===== config.mk =====
export PLATFORM = sky130hd
export DESIGN_NAME = cpu6_exmemwb
export DESIGN_NICKNAME = d
export VERILOG_FILES = /design/src/rtl/cpu6_exmemwb_pkg.sv /design/src/rtl/cpu6_fwdunit.sv /design/src/rtl/cpu6_exmemwb.sv
export SDC_FILE = /design/constraint.sdc
export NUM_CORES = 1
export LEC_CHECK = 0
export BUFFER_PORTS_ARGS = -buffer_cell sky130_fd_sc_hd__buf_2
export CAP_MARGIN = 20
export CORE_ASPECT_RATIO = 1.4
export CORE_MARGIN = 3
export CORE_UTILIZATION = 31
export DETAILED_ROUTE_END_ITERATION = 16
export GPL_TIMING_DRIVEN = 0
export PLACE_DENSITY = 0.52
export SYNTH_ARGS = -nofsm -noshare
export SYNTH_HDL_FRONTEND = slang
export SYNTH_SLANG_ARGS = --single-unit

===== constraint.sdc =====
create_clock -name clk -period 3.66 [get_ports clk]
set_input_delay 0.366 -clock clk [delete_from_list [all_inputs] [get_ports clk]]
set_output_delay 0.366 -clock clk [all_outputs]
set_load 0.01 [all_outputs]

===== src/rtl/cpu6_exmemwb_pkg.sv =====
// cpu6_exmemwb_pkg: shared cpu6 widths, register-zero index and the
// per-instruction control bundle carried from EX into MEM.
package cpu6_exmemwb_pkg;
  localparam int CPU6_XLEN = 32;
  localparam int CPU6_RFIDX_W = 5;
  localparam int CPU6_REG_ZERO = 0;
  typedef struct packed {
    logic regwrite;
    logic memtoreg;
    logic memwrite;
    logic jump;
  } ctrl_t;
endpackage


===== src/rtl/cpu6_fwdunit.sv =====
// cpu6_fwdunit: MEM/WB operand forwarding for both EX sources plus load-use
// detection; purely combinational.
module cpu6_fwdunit
  import cpu6_exmemwb_pkg::*;
#(
  parameter int XLEN = CPU6_XLEN,
  parameter int RFIDX_W = CPU6_RFIDX_W
) (
  input  logic [RFIDX_W-1:0] rs1_i,
  input  logic [RFIDX_W-1:0] rs2_i,
  input  logic [XLEN-1:0]    rs1data_i,
  input  logic [XLEN-1:0]    rs2data_i,
  input  logic               valid_m_i,
  input  logic               regwrite_m_i,
  input  logic               memtoreg_m_i,
  input  logic [RFIDX_W-1:0] wreg_m_i,
  input  logic [XLEN-1:0]    res_m_i,
  input  logic               rf_we_i,
  input  logic [RFIDX_W-1:0] rf_waddr_i,
  input  logic [XLEN-1:0]    rf_wdata_i,
  output logic [XLEN-1:0]    fwd1_o,
  output logic [XLEN-1:0]    fwd2_o,
  output logic               loaduse_o
);
  localparam logic [RFIDX_W-1:0] ZERO = RFIDX_W'(CPU6_REG_ZERO);
  logic m_hit;
  logic m_load;
  // A load in MEM has no data yet, so it never forwards; loaduse covers it.
  function automatic logic [XLEN-1:0] pick(
    input logic [RFIDX_W-1:0] idx,
    input logic [XLEN-1:0]    rd,
    input logic               mh,
    input logic [RFIDX_W-1:0] wm,
    input logic [XLEN-1:0]    rm,
    input logic               we,
    input logic [RFIDX_W-1:0] wa,
    input logic [XLEN-1:0]    wd
  );
    return idx == ZERO ? '0 : (mh && wm == idx) ? rm : (we && wa == idx) ? wd : rd;
  endfunction
  assign m_hit = valid_m_i & regwrite_m_i & ~memtoreg_m_i;
  assign m_load = valid_m_i & memtoreg_m_i & regwrite_m_i & (wreg_m_i != ZERO);
  assign fwd1_o = pick(rs1_i, rs1data_i, m_hit, wreg_m_i, res_m_i, rf_we_i, rf_waddr_i, rf_wdata_i);
  assign fwd2_o = pick(rs2_i, rs2data_i, m_hit, wreg_m_i, res_m_i, rf_we_i, rf_waddr_i, rf_wdata_i);
  assign loaduse_o = m_load & (wreg_m_i == rs1_i | wreg_m_i == rs2_i);
endmodule


===== src/rtl/cpu6_exmemwb.sv =====
// cpu6_exmemwb: MEM and WB stages of the cpu6 pipeline with forwarding,
// load-use interlock and a wait-state data-memory port with timeout.
module cpu6_exmemwb
  import cpu6_exmemwb_pkg::*;
#(
  parameter int XLEN = CPU6_XLEN,
  parameter int RFIDX_W = CPU6_RFIDX_W,
  parameter int TIMEOUT = 16
) (
  input  logic               clk,
  input  logic               reset,
  input  logic               validE,
  input  logic               flushE,
  input  logic [RFIDX_W-1:0] rs1E,
  input  logic [RFIDX_W-1:0] rs2E,
  input  logic [XLEN-1:0]    rs1dataE,
  input  logic [XLEN-1:0]    rs2dataE,
  output logic [XLEN-1:0]    fwdrs1E,
  output logic [XLEN-1:0]    fwdrs2E,
  input  logic [XLEN-1:0]    aluoutE,
  input  logic [XLEN-1:0]    pcplus4E,
  input  logic [RFIDX_W-1:0] writeregE,
  input  logic               regwriteE,
  input  logic               memtoregE,
  input  logic               memwriteE,
  input  logic               jumpE,
  output logic               stallE,
  output logic               dmem_req,
  output logic               dmem_we,
  output logic [XLEN-1:0]    dmem_addr,
  output logic [XLEN-1:0]    dmem_wdata,
  input  logic [XLEN-1:0]    dmem_rdata,
  input  logic               dmem_ack,
  output logic               bus_err,
  output logic               rf_we,
  output logic [RFIDX_W-1:0] rf_waddr,
  output logic [XLEN-1:0]    rf_wdata
);
  localparam int CW = $clog2(TIMEOUT);
  localparam logic [RFIDX_W-1:0] ZERO = RFIDX_W'(CPU6_REG_ZERO);
  ctrl_t              ctrl_e;
  ctrl_t              ctrl_m_q;
  logic               valid_m_q, valid_m_d;
  logic [XLEN-1:0]    alu_m_q, wdata_m_q, pc4_m_q, res_m;
  logic [RFIDX_W-1:0] wreg_m_q;
  logic               valid_w_q, valid_w_d;
  logic               err_w_q, regwrite_w_q, memtoreg_w_q, jump_w_q;
  logic [XLEN-1:0]    rdata_w_q, alu_w_q, pc4_w_q;
  logic [RFIDX_W-1:0] wreg_w_q;
  logic [CW-1:0]      cnt_q, cnt_d;
  logic               memop_m, timeout_m, adv_m, loaduse, take_e;

  cpu6_fwdunit #(.XLEN(XLEN), .RFIDX_W(RFIDX_W)) u_fwd (
    .rs1_i       (rs1E),
    .rs2_i       (rs2E),
    .rs1data_i   (rs1dataE),
    .rs2data_i   (rs2dataE),
    .valid_m_i   (valid_m_q),
    .regwrite_m_i(ctrl_m_q.regwrite),
    .memtoreg_m_i(ctrl_m_q.memtoreg),
    .wreg_m_i    (wreg_m_q),
    .res_m_i     (res_m),
    .rf_we_i     (rf_we),
    .rf_waddr_i  (rf_waddr),
    .rf_wdata_i  (rf_wdata),
    .fwd1_o      (fwdrs1E),
    .fwd2_o      (fwdrs2E),
    .loaduse_o   (loaduse)
  );

  assign ctrl_e = {regwriteE, memtoregE, memwriteE, jumpE};
  assign memop_m = valid_m_q & (ctrl_m_q.memtoreg | ctrl_m_q.memwrite);
  assign timeout_m = (cnt_q == CW'(TIMEOUT - 1)) & memop_m & ~dmem_ack;
  assign adv_m = ~memop_m | dmem_ack | timeout_m;
  assign take_e = validE & ~flushE & ~loaduse;
  assign stallE = validE & ~flushE & (~adv_m | loaduse);
  assign res_m = ctrl_m_q.jump ? pc4_m_q : alu_m_q;

  assign dmem_req = memop_m;
  assign dmem_we = ctrl_m_q.memwrite;
  assign dmem_addr = alu_m_q;
  assign dmem_wdata = wdata_m_q;

  assign rf_wdata = memtoreg_w_q ? rdata_w_q : (jump_w_q ? pc4_w_q : alu_w_q);
  assign rf_we = valid_w_q & regwrite_w_q & ~err_w_q & (wreg_w_q != ZERO);
  assign rf_waddr = wreg_w_q;
  assign bus_err = valid_w_q & err_w_q;

  // While MEM waits, WB keeps its contents but is invalidated so it retires once.
  always_comb begin
    valid_m_d = adv_m ? take_e : valid_m_q;
    valid_w_d = adv_m & valid_m_q;
    cnt_d = adv_m ? '0 : cnt_q + CW'(1);
  end

  always_ff @(posedge clk or negedge reset) begin
    if (!reset) begin
      valid_m_q <= 1'b0;
      ctrl_m_q <= '0;
      alu_m_q <= '0;
      wdata_m_q <= '0;
      pc4_m_q <= '0;
      wreg_m_q <= '0;
      valid_w_q <= 1'b0;
      err_w_q <= 1'b0;
      regwrite_w_q <= 1'b0;
      memtoreg_w_q <= 1'b0;
      jump_w_q <= 1'b0;
      rdata_w_q <= '0;
      alu_w_q <= '0;
      pc4_w_q <= '0;
      wreg_w_q <= '0;
      cnt_q <= '0;
    end else begin
      valid_m_q <= valid_m_d;
      valid_w_q <= valid_w_d;
      cnt_q <= cnt_d;
      if (adv_m) begin
        err_w_q <= timeout_m;
        regwrite_w_q <= ctrl_m_q.regwrite;
        memtoreg_w_q <= ctrl_m_q.memtoreg;
        jump_w_q <= ctrl_m_q.jump;
        rdata_w_q <= dmem_rdata;
        alu_w_q <= alu_m_q;
        pc4_w_q <= pc4_m_q;
        wreg_w_q <= wreg_m_q;
      end
      if (adv_m && take_e) begin
        ctrl_m_q <= ctrl_e;
        alu_m_q <= aluoutE;
        wdata_m_q <= fwdrs2E;
        pc4_m_q <= pcplus4E;
        wreg_m_q <= writeregE;
      end
    end
  end
endmodule

==> results of run 1 <==
layer usage:
layer / track usage / wire, um / share of wire / up-vias
met3: 0.0227 / 1890 / 0.043 / 63
met1: 0.264 / 17700 / 0.41 / 4886
met4: 0.0630 / 1160 / 0.027 / 0
met5: 0 / 0 / 0 / -
met2: 0.387 / 22700 / 0.52 / 289
li1: - / - / - / 4614
where the power goes:
group          internal, W  switching [W]
Clock              0.00150        0.00102
Combinational      0.00106        0.00131
Sequential         0.00286       0.000381
synth_stat cells, types with 8 or more instances:
master / count / share of area
xnor2_1: 13 / 0.0098
and3b_1: 32 / 0.024
buf_2: 12 / 0.0052
or2_2: 32 / 0.017
mux2i_1: 96 / 0.083
mux2_2: 35 / 0.034
o21ai_0: 33 / 0.014
xor2_1: 9 / 0.0068
a211oi_1: 33 / 0.021
nand2_1: 380 / 0.12
clkbuf_1: 41 / 0.013
buf_12: 8 / 0.014
dfrtp_1: 216 / 0.47
mux2_4: 70 / 0.090
a32o_1: 30 / 0.026
nor2_1: 37 / 0.012
path summary, 6_finish.rpt:
kind,cells past startpoint,slack (ns),to,from
max,6,0.16,fwdrs2E[7],ctrl_m_q[0]
min,3,0.03,rdata_w_q[21],dmem_rdata[21]
max reg2reg,7,1.02,rdata_w_q[16],ctrl_m_q[2]
min reg2reg,2,0.46,alu_w_q[27],alu_w_q[27]
max in group asynchronous,3,2.08,dmem_addr[16],reset
min in group asynchronous,2,0.47,wreg_m_q[3],reset
flip-flops by register name (all words and copies together), names as in the netlist:
signal and flops:
ctrl_m_q 3, rdata_w_q 32, wreg_m_q 5, valid_w_q 1, dmem_wdata 32, valid_m_q 1
err_w_q 1, jump_w_q 1, pc4_w_q 32, rf_waddr 5, regwrite_w_q 1, dmem_we 1
alu_w_q 32, memtoreg_w_q 1, pc4_m_q 32, dmem_addr 32, cnt_q 4
worst max-delay path, cell delays in order, from the launching register on:
cell,delay [ns]
dfrtp_1,0.32
clkbuf_1,0.49
clkbuf_1,0.69
mux2_2,0.45
or2_2,0.31
and3b_1,0.21
buf_2,0.14
area by class of cell:
cell class | instances | area share
clock buffers | 39 | 0.0517
multi-input cells | 834 | 0.383
well taps | 467 | 0.0393
diodes | 6 | 0.00101
clock inverters | 3 | 0.00303
repair buffers | 355 | 0.122
plain buffers | 77 | 0.0355
inverters | 2 | 0.000506
flip-flops and latches | 216 | 0.364
timing repair:
action                     4_1_cts  5_1_grt
hold buffers                     1        0
setup endpoints to repair        0        1
resized for setup                0        3
buffers inserted                 0        0
hold endpoints to repair       106        0
logic make-up after synthesis:
| group | synth area share |
|---|---|
| simple gates | 0.195 |
| flops | 0.465 |
| mux | 0.207 |
| compound gates | 0.0692 |
| buf+inv | 0.0459 |
| xor+xnor | 0.0166 |
| fa+ha+maj | 0.00108 |
per-stage QoR:
stage	TNS [ns]	util	area (um2)	total power, W	hold WS [ns]
2_1_floorplan	0	-	11600	0.00462	0.0704
3_3_place_gp	-393.22	0.379	14000	0.00565	0.443
3_5_place_dp	0	0.380	14000	0.00569	0.455
4_1_cts	0	0.402	14800	0.00824	0.00932
5_1_grt	0	0.403	14800	0.00858	0.0236
6_report	0	0.403	14800	0.00814	0.0308
==> impl_metrics.tcl, run 1 <==
set metrics [dict create \
    status "finished clean" \
    post-route-min-period_ns 3.50 \
    final_common_cell "nand2_1" \
    cts_buffers 25 \
    finalCritPeriodShare 0.957 \
    drv_cap 0 \
    cts_tree "built" \
    fillCellCount 3707 \
    ir_drop_v 0.000307 \
    multiInputGateArea_mm2 0.00568 \
    crit_path_end_kind "primary output" \
    clk_latency_ns 0.53 \
    die_w_um 170 \
    synth_warnings 0 \
    fp.dieH_um 235 \
    drtAntennaViolNets 0 \
    worstMarginPinSlew_ns 0.857 \
    syn_area_mm2 0.0116 \
    coreArea_mm2 0.0369 \
    num_vias 9852 \
    rsz0062_at_grt "no" \
    drv_slew 0 \
    regArea_mm2 0.00541 \
    die_area_mm2 0.0399 \
    final.setup.worst_slack_ns 0.156 \
    gr-total-overflow 0 \
    hpwl_um 33000 \
    start_kind "flip-flop" \
    layout_common_cells "380 x nand2_1, 364 x buf_2, 216 x dfrtp_1" \
    hold_viol 0 \
    wire_per_inst_um 21.7 \
    clock_skew_ns 0.0105 \
    ys_seq_elements 216 \
    root_buffer "clkbuf_16" \
    grt_pass1_wl_um 64700 \
    path_clk_slew_ns 0.06 \
    max_freq_mhz 285 \
    synthDistinctLibCells 44 \
    p_per_area_mw_per_mm2 548 \
    rows 83 \
    p_leak_nw 7.28 \
    dp_cells 1950 \
    grt_max_degree 111 \
    finalNetCount 1696 \
    drtIter0Drc 574 \
    num_io_pins 354 \
    grt_pass1_vias 10400 \
    synthFlopType "dfrtp_1" \
    drc 0 \
    fin_cells 1999 \
    async_flop_share 1.00 \
    cp.arrival_ns 3.14 \
    wl_um 43500 \
    finalWeightedCongestion 0.842 \
    worstPathRequired_ns 3.29 \
    finalSetupViolCount 0 \
    drive_gt1_frac 0.380 \
    crit_type "flip-flop to primary output" \
    drtPass1Iterations 5 \
    hp-class "input port to flip-flop" \
    syn2layout_area_growth_pct 27.8 \
    synth-edff-count 0 \
    syn_nets 1314 \
    avgSynthCellArea_um2 10.3 \
    grt_usage 0.213 \
    cts.sinks 216 \
    portBuffers 353 \
    synth_cells 1129 \
    pre_cts_ws_ns 0.647 \
    path_max_fanout 10 \
    antenna_found_initial 6 \
    vias_per_cell 4.93 \
    slew_headroom 0.429 \
    initial_utilization 0.315 \
    yosysSeqAreaShare 0.465 \
    htreeDepth 1 \
    cts_buffer_depth 3 \
]
Power figures use the tool's default switching activity.
==> run 2, diff against run 1 <==
--- a/config.mk
+++ b/config.mk
@@ -5,14 +5,14 @@
 export SDC_FILE = /design/constraint.sdc
 export NUM_CORES = 1
 export LEC_CHECK = 0
-export BUFFER_PORTS_ARGS = -buffer_cell sky130_fd_sc_hd__buf_2
 export CAP_MARGIN = 20
 export CORE_ASPECT_RATIO = 1.4
 export CORE_MARGIN = 3
 export CORE_UTILIZATION = 31
 export DETAILED_ROUTE_END_ITERATION = 16
+export DONT_BUFFER_PORTS = 1
 export GPL_TIMING_DRIVEN = 0
-export PLACE_DENSITY = 0.52
+export PLACE_DENSITY = 0.44
 export SYNTH_ARGS = -nofsm -noshare
 export SYNTH_HDL_FRONTEND = slang
 export SYNTH_SLANG_ARGS = --single-unit
==> impl_metrics.tcl, run 2 (same netlist as run 1, synthesis figures left out) <==
set metrics [dict create \
    drv_slew 0 \
    drv_cap 0 \
    crit_type "flip-flop to primary output" \
    rows 83 \
    wl_um 44100 \
    start_kind "flip-flop" \
    ir_drop_v 0.000290 \
    htreeDepth 1 \
    worstMarginPinSlew_ns 0.979 \
    layout_common_cells "380 x nand2_1, 216 x dfrtp_1, 106 x dlygate4sd3_1" \
    grt_usage 0.216 \
    fillCellCount 3729 \
    num_io_pins 354 \
    die_w_um 170 \
    dp_cells 1596 \
    grt_pass1_vias 9755 \
    hpwl_um 31700 \
    hp-class "input port to asynchronous set/reset pin" \
    slew_headroom 0.347 \
    finalCritPeriodShare 0.969 \
    critPathMaxStageDelay_ns 0.71 \
    path_clk_slew_ns 0.06 \
    final_util 0.384 \
    portBuffers 0 \
    antenna_found_initial 1 \
    coreArea_mm2 0.0369 \
    r2r_setup_slack_ns 0.91 \
    fp.dieH_um 235 \
    cp_cell_sequence "or4_4, o21ai_4, nor4_4, buf_4, mux2i_1, a211oi_1" \
    worst_path_max_delay_cell "nor4_4" \
    die_area_mm2 0.0399 \
    root_buffer "clkbuf_16" \
    finalWeightedCongestion 0.768 \
    grt_pass1_wl_um 64800 \
    p_leak_nw 6.33 \
    cts_tree "built" \
    wire_per_inst_um 25.2 \
    cp.arrival_ns 3.18 \
    reg2reg_depth 5 \
    drtAntennaViolNets 0 \
    num_vias 8945 \
    initial_utilization 0.315 \
    drtIter0Drc 360 \
    timing.rr.start "wreg_m_q[1]" \
    status "finished, violations left" \
    cts.sinks 216 \
    fin_hold_ws_ns -0.458 \
    grt_max_degree 217 \
    gr-total-overflow 0 \
    clk_latency_ns 0.53 \
    drive_gt1_frac 0.180 \
    final_common_cell "nand2_1" \
    final.setup.tns_ns 0 \
    cts_buffers 25 \
    crit_path_end_kind "primary output" \
    post-route-min-period_ns 3.55 \
    rsz0062_at_grt "no" \
    fin_cells 1751 \
    vias_per_cell 5.11 \
    hold_viol 216 \
    max_freq_mhz 282 \
    path_max_fanout 10 \
    finalSetupViolCount 0 \
    syn2layout_area_growth_pct 22.0 \
    cts_buffer_depth 3 \
    cts-hold-fix-buffers 106 \
    p_per_area_mw_per_mm2 562 \
    finalNetCount 1448 \
    worstPathRequired_ns 3.29 \
    drc 0 \
    violations "negative hold slack" \
    clock_skew_ns 0.00865 \
    r2r_end "dmem_wdata[30]" \
    drtPass1Iterations 7 \
]
## run 2: changes by cell type in the layout (fill, tap and decap cells not counted)
cell / delta
buf_2: -352
dlygate4sd3_1: +105
clkinv_2: +3
diode_2: -3
bufinv_16: +2
buf_12: +1
buf_16: -1
buf_8: -1
clkbuf_1: -1
clkinvlp_4: -1
o21ai_0: -1
o21ai_1: +1
## run 2: per-stage QoR
| step | area (um2) | total power (W) | worst slack, ns | hold WS, ns |
|---|---|---|---|---|
| floorplan | 11600 | 0.00462 | 1.29 | 0.0704 |
| global placement | 12200 | 0.00521 | 0.562 | 0.0798 |
| detailed placement | 12200 | 0.00524 | 0.576 | 0.0806 |
| CTS | 14100 | 0.00807 | 0.00296 | -0.490 |
| global route | 14200 | 0.00838 | 0.00918 | -0.485 |
| finish | 14200 | 0.00797 | 0.114 | -0.458 |
## run 2: final cells by class
type,instances,area [um2],share of cell area
multi-input combinational,834,5680,0.401
sequential,216,5410,0.381
timing repair buffer,107,1080,0.0763
clock buffer,38,764,0.0539
tap,467,584,0.0412
buffer,77,527,0.0372
clock inverter,7,113,0.00795
inverter,2,7.51,0.000530
antenna,3,7.51,0.000530
## run 2: power by group
part / switching, W / internal, W
clock: 0.00106 / 0.00164
combinational: 0.00107 / 0.000846
sequential: 0.000497 / 0.00286
total: 0.00262 / 0.00535
## run 2: per-layer routing
layer,track usage,part of all wire
met3,0.0302,0.050
met5,0,0
met1,0.269,0.41
met4,0.0722,0.029
met2,0.382,0.51
## run 2: worst max-delay path, delay by kind of cell, from the launching register on
kind	cells	cell delay [ns]
flops	1	0.52
simple gates	2	0.92
compound gates	2	0.68
mux	1	0.11
buf+inv	1	0.40
## run 2: how the worst max path moves through the flow
stage,slack (ns),end,start
after detailed placement,0.58,fwdrs1E[19],jump_w_q
after CTS,0.003,fwdrs1E[19],jump_w_q
after floorplan,1.29,fwdrs1E[1],rf_waddr[1]
after global routing,0.009,fwdrs1E[19],rf_waddr[1]
after global placement,0.56,fwdrs2E[27],rf_waddr[4]
final,0.11,fwdrs1E[19],rf_waddr[1]
## run 2: repair_timing
item                                   in CTS  in global routing
buffers inserted                            0                  1
endpoints found under the hold margin     323                216
gates resized for setup                     0                  3
setup endpoints to repair                   0                  2
